## src/rtl/mem_arbiter.sv

```systemverilog
// mem_arbiter: single-outstanding main-memory controller shared by the I-cache and D-cache miss paths.
// Define MEM_ARB_RR_EN for round-robin arbitration; otherwise the D-side has fixed priority over the I-side.
module mem_arbiter #(
   parameter int AW      = 16,
   parameter int DW      = 16,
   parameter int MEM_LAT = 4
) (
   input  logic          clk,
   input  logic          rst,
   input  logic          ic_req,
   input  logic [AW-1:0] ic_addr,
   output logic          ic_done,
   output logic [DW-1:0] ic_data,
   input  logic          dc_req,
   input  logic          dc_wr,
   input  logic [AW-1:0] dc_addr,
   input  logic [DW-1:0] dc_wdata,
   output logic          dc_done,
   output logic [DW-1:0] dc_rdata,
   output logic          mem_rd,
   output logic          mem_wr,
   output logic [AW-1:0] mem_addr,
   output logic [DW-1:0] mem_wdata,
   input  logic [DW-1:0] mem_rdata,
   input  logic          mem_stall,
   output logic          busy,
   output logic          owner
);

   localparam int CW = $clog2(MEM_LAT + 1);

   typedef enum logic [1:0] {
      IDLE,
      ISSUE,
      WAIT,
      DONE
   } state_t;

   state_t        state_q, state_d;
   logic [CW-1:0] cnt_q, cnt_d;
   logic          wr_q, wr_d;
   logic          owner_q, owner_d;
   logic [AW-1:0] addr_q, addr_d;
   logic [DW-1:0] wdata_q, wdata_d;
   logic [DW-1:0] icData_q, icData_d;
   logic [DW-1:0] dcRdata_q, dcRdata_d;
   logic          icDone_q, icDone_d;
   logic          dcDone_q, dcDone_d;
   logic          memRd_q, memRd_d;
   logic          memWr_q, memWr_d;
   logic          busy_q, busy_d;
   logic          grantD;

`ifdef MEM_ARB_RR_EN
   logic lastD_q;

   // On a tie the side that did not win last time gets the grant.
   always_comb begin
      if (dc_req && ic_req) begin
         grantD = ~lastD_q;
      end else begin
         grantD = dc_req;
      end
   end

   always_ff @(posedge clk or negedge rst) begin
      if (!rst) begin
         lastD_q <= 1'b0;
      end else if ((state_q == IDLE) && (dc_req || ic_req)) begin
         lastD_q <= grantD;
      end
   end
`else
   assign grantD = dc_req;
`endif

   always_comb begin
      state_d   = state_q;
      cnt_d     = cnt_q;
      wr_d      = wr_q;
      owner_d   = owner_q;
      addr_d    = addr_q;
      wdata_d   = wdata_q;
      icData_d  = icData_q;
      dcRdata_d = dcRdata_q;
      icDone_d  = 1'b0;
      dcDone_d  = 1'b0;

      case (state_q)
         IDLE: begin
            if (dc_req || ic_req) begin
               state_d = ISSUE;
               owner_d = grantD;
               if (grantD) begin
                  addr_d  = dc_addr;
                  wdata_d = dc_wdata;
                  wr_d    = dc_wr;
               end else begin
                  addr_d  = ic_addr;
                  wdata_d = '0;
                  wr_d    = 1'b0;
               end
            end
         end
         ISSUE: begin
            if (!mem_stall) begin
               state_d = WAIT;
               cnt_d   = CW'(MEM_LAT - 1);
            end
         end
         WAIT: begin
            // Done pulse and read data are registered here so they appear together in DONE.
            if (cnt_q == '0) begin
               state_d = DONE;
               if (owner_q) begin
                  dcDone_d = 1'b1;
                  if (!wr_q) begin
                     dcRdata_d = mem_rdata;
                  end
               end else begin
                  icDone_d = 1'b1;
                  icData_d = mem_rdata;
               end
            end else begin
               cnt_d = cnt_q - CW'(1);
            end
         end
         DONE: begin
            state_d = IDLE;
         end
         default: begin
            state_d = IDLE;
         end
      endcase

      memRd_d = (state_d == ISSUE) && !wr_d;
      memWr_d = (state_d == ISSUE) && wr_d;
      busy_d  = (state_d != IDLE);
   end

   always_ff @(posedge clk or negedge rst) begin
      if (!rst) begin
         state_q   <= IDLE;
         cnt_q     <= '0;
         wr_q      <= 1'b0;
         owner_q   <= 1'b0;
         addr_q    <= '0;
         wdata_q   <= '0;
         icData_q  <= '0;
         dcRdata_q <= '0;
         icDone_q  <= 1'b0;
         dcDone_q  <= 1'b0;
         memRd_q   <= 1'b0;
         memWr_q   <= 1'b0;
         busy_q    <= 1'b0;
      end else begin
         state_q   <= state_d;
         cnt_q     <= cnt_d;
         wr_q      <= wr_d;
         owner_q   <= owner_d;
         addr_q    <= addr_d;
         wdata_q   <= wdata_d;
         icData_q  <= icData_d;
         dcRdata_q <= dcRdata_d;
         icDone_q  <= icDone_d;
         dcDone_q  <= dcDone_d;
         memRd_q   <= memRd_d;
         memWr_q   <= memWr_d;
         busy_q    <= busy_d;
      end
   end

   assign ic_done   = icDone_q;
   assign ic_data   = icData_q;
   assign dc_done   = dcDone_q;
   assign dc_rdata  = dcRdata_q;
   assign mem_rd    = memRd_q;
   assign mem_wr    = memWr_q;
   assign mem_addr  = addr_q;
   assign mem_wdata = wdata_q;
   assign busy      = busy_q;
   assign owner     = owner_q;

endmodule
```

## config.mk

```make
export PLATFORM = sky130hd
export DESIGN_NAME = mem_arbiter
export DESIGN_NICKNAME = d
export VERILOG_FILES = /design/src/rtl/mem_arbiter.sv
export SDC_FILE = /design/constraint.sdc
export NUM_CORES = 1
export LEC_CHECK = 0
export ABC_CLOCK_PERIOD_IN_PS = 2450
export CAP_MARGIN = 20
export CORE_AREA = 2 2 76 78
export CTS_BUF_LIST = sky130_fd_sc_hd__clkbuf_8
export CTS_CLUSTER_DIAMETER = 60
export DETAILED_ROUTE_END_ITERATION = 7
export DIE_AREA = 0 0 78 80
export DONT_BUFFER_PORTS = 1
export PLACE_DENSITY_LB_ADDON = 0.15
export RECOVER_POWER = 25
export SYNTH_ARGS = -nofsm -noshare
export SYNTH_HDL_FRONTEND = slang
export SYNTH_SLANG_ARGS = --single-unit
```

## constraint.sdc

```tcl
create_clock -name clk -period 2.45 [get_ports clk]
set_clock_uncertainty 0.1 [all_clocks]
set_input_delay 0.49 -clock clk [delete_from_list [all_inputs] [get_ports clk]]
set_output_delay 0.49 -clock clk [all_outputs]
set_load 0.01 [all_outputs]
```

Yosys cells after proc, flatten, opt, wreduce, memory -nomap -nowiden --
Index checks and enable logic that the tools add are counted.
Word-level totals: bits of input ports 70, output and inout bits 70, bits in registers 76, logic and storage cells 52
Cells by class: bitwise logic cells 2, add/subtract/negate cells 1, reduce and logical (&&, ||, !) cells 12, multiplexer cells 18, equal/unequal tests 6
Operator list (number):
- $mux W16 | 2
- $mux W1 | 9
- $pmux W2 S4 | 1
- $mux W2 | 3
- $mux W3 | 2
- $pmux W3 S2 | 1
- $reduce_and A3 Y1 | 2
- $eq A2 B1 Y1 const B | 2
- $eq A2 B2 Y1 const B | 2
- $ne A2 B2 Y1 const B | 2
- $reduce_and A4 Y1 | 1
- $reduce_bool A2 Y1 | 2
- $logic_not A3 Y1 | 1
- $sub A3 B1 Y3 const B | 1
- $logic_and A1 B1 Y1 | 2
- $logic_not A2 Y1 | 1
- $not A1 Y1 | 2
- $reduce_and A2 Y1 | 1
- $logic_not A1 Y1 | 1
- $logic_or A1 B1 Y1 | 1

Longest topological paths before layout --
Gate-level depths: netlist of run 1.
depth after elaboration 5, depth in mapped cells 7, mapped depth without buffers 6

Least setup slack after synthesis of run 1 --
No wires, ideal clock.
kind register to register, start register cnt_q[0], end register dcRdata_q[10] (netlist: dc_rdata[10]), cell stages (with the launch flop) 8, library setup time 125 ps, arrival 1639 ps, data required time 2225 ps, buffers on the path 1, path slack 586 ps, period minus slack after synthesis 1864 ps, cells stage by stage dfrtp_1 -> inv_1 -> ha_1 -> ha_1 -> nand2_1 -> nor3_4 -> buf_8 -> mux2_2
On the way: cells in the longest elaborated chain, start to end 2
RTL lines:
- start, declared | line 40 | logic [CW-1:0] cnt_q, cnt_d;
- start signal, assigned | line 158 | cnt_q <= cnt_d;
- $logic_not A3 Y1 | line 113 | if (cnt_q == '0) begin
- $reduce_and A4 Y1 (no source line)
- end signal, assigned | line 164 | dcRdata_q <= dcRdata_d;
- end, declared | line 46 | logic [DW-1:0] dcRdata_q, dcRdata_d;
No other way between the ends. A chain may end at the register's enable or synchronous reset.

Worst setup path in the final report of run 1 --
start register cnt_q[0], end register icData_q[6] (netlist: ic_data[6])
On the way: cells in the longest elaborated chain, start to end 2
RTL lines:
- $logic_not A3 Y1 | line 113
- $reduce_and A3 Y1 (no source line)
- end signal, assigned | line 163 | icData_q <= icData_d;
- end, declared | line 45 | logic [DW-1:0] icData_q, icData_d;
No other way between the ends.

==> impl_metrics.toml, run 1 <==
[synth]
ys_ff_latch = 76
yosysTopAreaCellShare_pct = 61.64
ys_seq_area_share_pct = 61.64
post-synth-top-count-cell = "dfrtp_1"
avgSynthCellArea_sq_um = 13.59
netlist_instances = 227
async_flop_share_pct = 100.0
synth_top_area_cell = "dfrtp_1"
synth_area_leaders = "dfrtp_1 62%, mux2_2 12%, mux2i_1 5.5%"
ys_warn_count = 0
synth-edff-count = 0
syn-num-nets = 299
syn-cell-area_sq_um = 3085
ys_dominant_reg_cell = "dfrtp_1"
synth.distinct_cells = 30
synthTopCellsByCount = "76 x dfrtp_1, 34 x o21ai_0, 32 x mux2_2, 17 x mux2i_1, 16 x a22o_1"

[grt]
grt_pass1_vias = 1914
grt_overflow = 0
gr-usage-met1_pct = 25.82
use_met3_pct = 6.561
grt_busiest_layer = "met2"
antenna_found_initial = 0
grtUsageTotal_pct = 20.91
use_met2_pct = 33.10
grt_pass1_wl_um = 9832
grt_max_degree = 77

[clocking]
cts_buffers = 9
clkLatencyLatePin_ns = 0.33
ctsHoldBuffers = 2
h-tree-depth = 3
cts_sinks = 76
ctsResizeCount = 0
cts_setup_buffers = 0
cts_tree = "built"
clockBufferDepth = 2
clk_transition_reported_paths_ns = 0.07
root_buffer = "clkbuf_8"

[critical_path]
critPathKind = "reg -> reg"
r2r_start = "cnt_q[0]"
arrival_ns = 2.25
setup.worst_path.start = "cnt_q[0]"
reg2regPathDepth = 6
critPathCaptureType = "register"
worstPathRequired_ns = 2.57
worstPathMaxFanout = 17
startpoint_type = "register"

[routing]
drt_iter0_drc = 87
routed_wl_um = 6072
ant_nets = 0
drc = 0
avgViaCountPerCell = 6.056
vias = 1853
first_pass_iters = 4
routedWlPerCell_um = 19.84

[placement]
dp_hpwl_um = 4290
numPortBuffers = 0
place_inst = 289
gp_congestion = 0.6819

[power_and_ir_drop]
p_leak_nw = 1.600
powerDensity_nw_per_um2 = 1301
irDropWorstVdd_mv = 0.5881

[timing]
relSlewSlack_pct = 34.82
tightest_slew_ns = 0.9777
finalHoldViolations = 0
fmax_ghz = 0.4676
rsz0062_at_grt = "no"
fin_crit_sh_pct = 87.29
setup_viol = 0
min_period_ns = 2.139
maxSlewViolCount = 0
setup_tns_ns = 0

[floorplan]
io_pins = 140
die_area_sq_um = 6240
rows = 27
core_area_sq_um = 5405
start_util_pct = 57.08
fp.dieW_um = 78
die_h_um = 80

[min_path]
whs_path_depth = 1
hold_class = "in -> reg"
hold_start = "dc_wdata[2]"

[finish]
post_route_cells_drive_above_1_share_pct = 23.50
nNetsFinal = 303
final_cells = 306
area_delta_synth_final_pct = 6.975
n_fill_cell = 420
diodes = 0

[run_status]
status = "complete, no violations"

[job]
cap_violations = 0
final timing paths:
path | slack, ns | end
max in group asynchronous | 0.82 | mem_addr[11]
worst max-delay path | 0.31 | ic_data[6]
worst max register to register | 0.31 | ic_data[6]
worst min-delay path | 0.19 | mem_wdata[2]
worst min register to register | 0.47 | mem_wdata[1]
min in group asynchronous | 0.83 | ic_data[7]
area by class of cell:
type                            count  area, sq um  area share (%)
Tap cell                           72        90.09           2.729
Inverter                            3        11.26          0.3412
Clock buffer                       10        137.6           4.170
Clock inverter                      4        18.77          0.5686
Timing Repair Buffer                6        51.30           1.554
Sequential cell                    76         1902           57.62
Multi-Input combinational cell    135         1090           33.02
flip-flops by register name (all words and copies together) (netlist names):
register and cells:
busy 1, cnt_q 3, dc_done 1, dc_rdata 16
ic_data 16, ic_done 1, mem_addr 16, mem_rd 1
mem_wdata 16, mem_wr 1, owner 1, state_q 2
wr_q 1
layer usage:
metal / wire, um / vias up
li1: - / 820
met1: 2375 / 907
met2: 3001 / 113
met3: 551 / 13
met4: 143 / 0
met5: 0 / -
critical path, stage by stage, from the launching register on:
cell	delay, ns
dfrtp_1	0.41
inv_1	0.07
ha_1	0.16
ha_1	0.24
nand3b_1	0.19
nor2_4	0.44
mux2_2	0.40
layout by cell type, fill, tap and decap left out, drive strengths merged, types with 3 or more instances in the layout:
cell    count
a22o       16
buf         4
clkbuf     11
clkinv      3
dfrtp      76
inv         4
mux2       32
mux2i      17
nand2       5
nor2        9
o21ai      36
per-stage QoR:
| step | power, mW | hold WS [ns] | utilization, % | setup slack (ns) | cell area, sq um |
|---|---|---|---|---|---|
| floorplan | 3.255 | 0.09441 | - | 0.5861 | 3085 |
| global route | 4.593 | 0.1722 | 61.06 | 0.1823 | 3301 |
| finish | 4.293 | 0.1930 | 61.06 | 0.3113 | 3301 |
| global placement | 3.436 | 0.09664 | 57.64 | 0.4587 | 3115 |
| detailed placement | 3.520 | 0.09597 | 57.64 | 0.3259 | 3115 |
| CTS | 4.331 | 0.1781 | 61.23 | 0.3059 | 3309 |
where the power goes:
group	switching, mW	total [mW]	internal [mW]
Clock	0.396	0.770	0.375
Sequential	0.723	2.57	1.85
Combinational	0.453	0.955	0.502
Total	1.57	4.29	2.72
logic make-up after synthesis:
logic type | after synthesis | synth area share (%)
flops | 76 | 61.64
compound gates | 57 | 11.48
mux | 49 | 17.19
simple gates | 27 | 5.718
buf+inv | 16 | 3.163
fa+ha+maj | 2 | 0.8109
Note: power is estimated with default switching activity, not from simulation.
==> inputs of run 2 (changes only) <==
- ABC_CLOCK_PERIOD_IN_PS: 2450 -> 2750
- MAX_ROUTING_LAYER: default -> met4
- clock period: 2.45 -> 2.75 ns (I/O delays scaled with it)
==> impl_metrics.toml, run 2 (synthesis results as in run 1) <==
[floorplan]
start_util_pct = 57.08
fp.dieW_um = 78
rows = 27
io_pins = 140
die_area_sq_um = 6240
core_area_sq_um = 5405
die_h_um = 80

[clocking]
cts_tree = "built"
root_buffer = "clkbuf_8"
clockBufferDepth = 2
clk_transition_reported_paths_ns = 0.07
clkLatencyLatePin_ns = 0.33
cts_sinks = 76
h-tree-depth = 3
cts_buffers = 9
cts_setup_buffers = 0
ctsHoldBuffers = 1
ctsResizeCount = 0

[min_path]
hold_class = "in -> reg"

[run_status]
status = "finished with violations"
violations = "capacitance limit, slew limit"

[finish]
multi_input_area_sq_um = 1090
post_route_cells_drive_above_1_share_pct = 24.68
final-seq-area_sq_um = 1902
n_fill_cell = 435
utilization_pct = 61.74
layout_common_cells = "76 x dfrtp_1, 34 x o21ai_0, 32 x mux2_2, 17 x mux2i_1, 16 x a22o_1"
nNetsFinal = 302
diodes = 0
area_delta_synth_final_pct = 8.151
final_common_cell = "dfrtp_1"

[timing]
rsz0062_at_grt = "no"
tightest_slew_ns = 1.789
fmax_ghz = 0.4688
setup_viol = 0
relSlewSlack_pct = -19.26
min_period_ns = 2.133
setup_tns_ns = 0
maxSlewViolCount = 77
finalHoldViolations = 0
fin_crit_sh_pct = 77.56

[power_and_ir_drop]
finalPower_mw = 3.984
irDropWorstVdd_mv = 0.6712
p_leak_nw = 1.617
powerDensity_nw_per_um2 = 1194

[routing]
ant_nets = 0
routedWlPerCell_um = 19.91
vias = 1840
routed_wl_um = 6113
avgViaCountPerCell = 5.993
first_pass_iters = 4
drt_iter0_drc = 98
drc = 0

[critical_path]
startpoint_type = "register"
worstPathRequired_ns = 2.87
worstPathMaxFanout = 17
arrival_ns = 2.26
critPathCaptureType = "register"
critPathKind = "reg -> reg"

[job]
cap_violations = 1

[grt]
antenna_found_initial = 0
grtUsageTotal_pct = 21.29
grt_max_degree = 77
grt_pass1_vias = 1892
grt_pass1_wl_um = 9673
grt_overflow = 0

[placement]
gp_congestion = 0.6894
dp_hpwl_um = 4260
numPortBuffers = 0
==> run 2: worst max-delay path, stage by stage (launching register included) <==
cell and delay (ns):
dfrtp_1 0.41, inv_1 0.08, ha_1 0.15, ha_1 0.24, nand3b_1 0.19, nor2_4 0.45
mux2_2 0.39
==> run 2: stage by stage <==
| stage | setup WS [ns] | cell area [sq um] | hold WS [ns] | instances |
|---|---|---|---|---|
| 2_1_floorplan | 0.8861 | 3085 | 0.1544 | 227 |
| 3_3_place_gp | 0.7570 | 3115 | 0.1566 | 289 |
| 3_5_place_dp | 0.6174 | 3115 | 0.1559 | 289 |
| 4_1_cts | 0.5782 | 3344 | 0.003229 | 306 |
| 5_1_grt | 0.4733 | 3337 | 0.2373 | 307 |
| 6_report | 0.6171 | 3337 | 0.2510 | 307 |
==> run 2: final timing paths <==
kind | to | cells past startpoint | slack (ns) | from
min in group asynchronous | dc_rdata[4] | 1 | 0.60 | rst
max in group asynchronous | mem_wdata[1] | 1 | 0.92 | rst
worst max-delay path | ic_data[12] | 6 | 0.62 | cnt_q[0]
worst max register to register | ic_data[12] | 6 | 0.62 | cnt_q[0]
worst min register to register | mem_wdata[12] | 1 | 0.47 | mem_wdata[12]
worst min-delay path | mem_wdata[7] | 1 | 0.25 | dc_wdata[7]
==> run 2: area by class of cell <==
cell class | count | area share, %
clock buffer | 11 | 4.537
tap | 72 | 2.700
clock inverter | 5 | 1.500
inverter | 3 | 0.3375
sequential | 76 | 56.99
timing repair buffer | 5 | 1.275
multi-input combinational | 135 | 32.66
==> run 2: layer usage <==
metal / global-route usage, % / wire length, um
met1: 25.30 / 2390
met2: 33.53 / 3053
met3: 5.656 / 517
met4: 11.40 / 150
met5: - / 0
==> run 2: where the power goes <==
group | internal (mW) | total [mW] | switching (mW)
sequential | 1.64 | 2.29 | 0.645
combinational | 0.452 | 0.853 | 0.401
clock | 0.462 | 0.843 | 0.381
==> inputs of run 3 (changes only) <==
- ABC_CLOCK_PERIOD_IN_PS: 2750 -> 1900
- clock period: 2.75 -> 1.9 ns (I/O delays scaled with it)
==> impl_metrics.toml, run 3 (synthesis results as in run 1) <==
[critical_path]
slowest_delay_ns = 0.41
reg2reg_slack_ns = 0.03
arrival_ns = 1.99
critPathKind = "reg -> reg"
crit_path_frequent_cell = "ha_4"
startpoint_type = "register"
reg2regPathDepth = 7
worstPathRequired_ns = 2.02
crit_path_cell_trace = "inv_2 -> ha_4 -> ha_4 -> nand3b_1 -> nor2_4 -> buf_12 -> mux2_2"
r2r_start = "cnt_q[0]"
worstPathMaxFanout = 9
r2r-end = "ic_data[12]"
crit_slowest_cell = "dfrtp_1"
critPathCaptureType = "register"

[timing]
fin_crit_sh_pct = 98.46
setup_ws_ns = 0.02920
setup_tns_ns = 0
maxSlewViolCount = 0
min_period_ns = 1.871
rsz0062_at_grt = "yes"
fmax_ghz = 0.5345
tightest_slew_ns = 0.2999
holdWs_ns = -0.3685
relSlewSlack_pct = 80.00
finalHoldViolations = 76
setup_viol = 0

[finish]
nNetsFinal = 306
layout_common_cells = "76 x dfrtp_1, 34 x o21ai_0, 23 x mux2_2, 17 x mux2i_1, 16 x a22o_1"
diodes = 0
post_route_cells_drive_above_1_share_pct = 27.20
final_cells = 311
multi_input_area_sq_um = 1149
utilization_pct = 64.44
n_fill_cell = 420
area_delta_synth_final_pct = 12.90
final-seq-area_sq_um = 1902
final_common_cell = "dfrtp_1"

[clocking]
clockBufferDepth = 2
clkLatencyLatePin_ns = 0.33
clk_transition_reported_paths_ns = 0.08
cts_tree = "built"
cts_sinks = 76
root_buffer = "clkbuf_8"
h-tree-depth = 3
cts_buffers = 9

[power_and_ir_drop]
finalPower_mw = 5.953
irDropWorstVdd_mv = 1.010
powerDensity_nw_per_um2 = 1709
p_leak_nw = 1.657

[placement]
place_inst = 292
dp_hpwl_um = 4326
numPortBuffers = 0
place_ws_ns = 0.02182
gp_congestion = 0.8028

[floorplan]
die_area_sq_um = 6240
rows = 27
fp.dieW_um = 78
start_util_pct = 57.08
io_pins = 140
die_h_um = 80
core_area_sq_um = 5405

[routing]
drt_iter0_drc = 42
drc = 0
first_pass_iters = 4
vias = 1819
avgViaCountPerCell = 5.849
routed_wl_um = 6268
routedWlPerCell_um = 20.15
ant_nets = 0

[grt]
grtUsageTotal_pct = 20.86
grt_pass1_wl_um = 9453
grt_pass1_vias = 1925
antenna_found_initial = 0
grt_max_degree = 77
grt_overflow = 0

[min_path]
hold_class = "in -> async"

[run_status]
status = "finished with violations"
violations = "hold timing"

[job]
cap_violations = 0
[run 3: changes by cell type in the layout (fill, tap and decap cells not counted), sizes merged]
cell	before	now
inv	3	5
bufinv	1	2
clkinvlp	0	1
buf	4	8
clkinv	4	2
clkbuf	12	10
[run 3: worst max-delay path by stage]
stage               startpoint      endpoint  slack (ns)
finish                cnt_q[0]   ic_data[12]        0.03
global route          cnt_q[0]    ic_data[8]       -0.09
CTS                   cnt_q[0]   ic_data[12]        0.01
detailed placement    cnt_q[0]    ic_data[7]        0.02
global placement      cnt_q[0]   ic_data[11]        0.09
floorplan             cnt_q[0]  dc_rdata[10]        0.04
[run 3: report_power, final]
group / switching [mW] / internal [mW] / leakage, nW / total [mW]
combinational: 0.588 / 0.757 / 0.559 / 1.34
sequential: 0.936 / 2.38 / 0.988 / 3.31
clock: 0.560 / 0.735 / 0.111 / 1.29
total: 2.08 / 3.87 / 1.66 / 5.95
[run 3: critical path, delay by kind of cell, from the launching register on]
family,cells,cell delay (ns)
adders and majority gates,2,0.27
buffers and inverters,2,0.24
DFF,1,0.41
muxes,1,0.33
and+or+nand+nor,2,0.40
[run 3: layer usage]
metal,global-route usage [%],vias up,routed length [um]
li1,-,826,-
met2,32.84,97,3178
met4,11.05,0,96
met1,24.16,888,2474
met5,-,-,0
met3,6.561,8,518
[run 3: stage by stage]
stage,hold WS [ns],instance area [sq um]
after CTS,-0.3878,3379
final,-0.3685,3483
after global routing,-0.3987,3483
after global placement,-0.01383,3163
after detailed placement,-0.01408,3163
after floorplan,-0.01559,3085
[run 3: final cells by class]
class / instances / area share (%)
tap: 72 / 2.586
clock inverter: 7 / 2.586
clock buffer: 9 / 3.556
inverter: 3 / 0.3233
timing repair buffer: 9 / 3.376
sequential: 76 / 54.60
multi-input combinational: 135 / 32.97
[run 3: repair_timing]
item / in CTS / in global routing
setup buffers: 0 / 1
pin swaps: 0 / 3
resized for setup: 1 / 14
hold endpoints to repair: 76 / 76
cloned: 0 / 1
setup endpoints to repair: 13 / 32
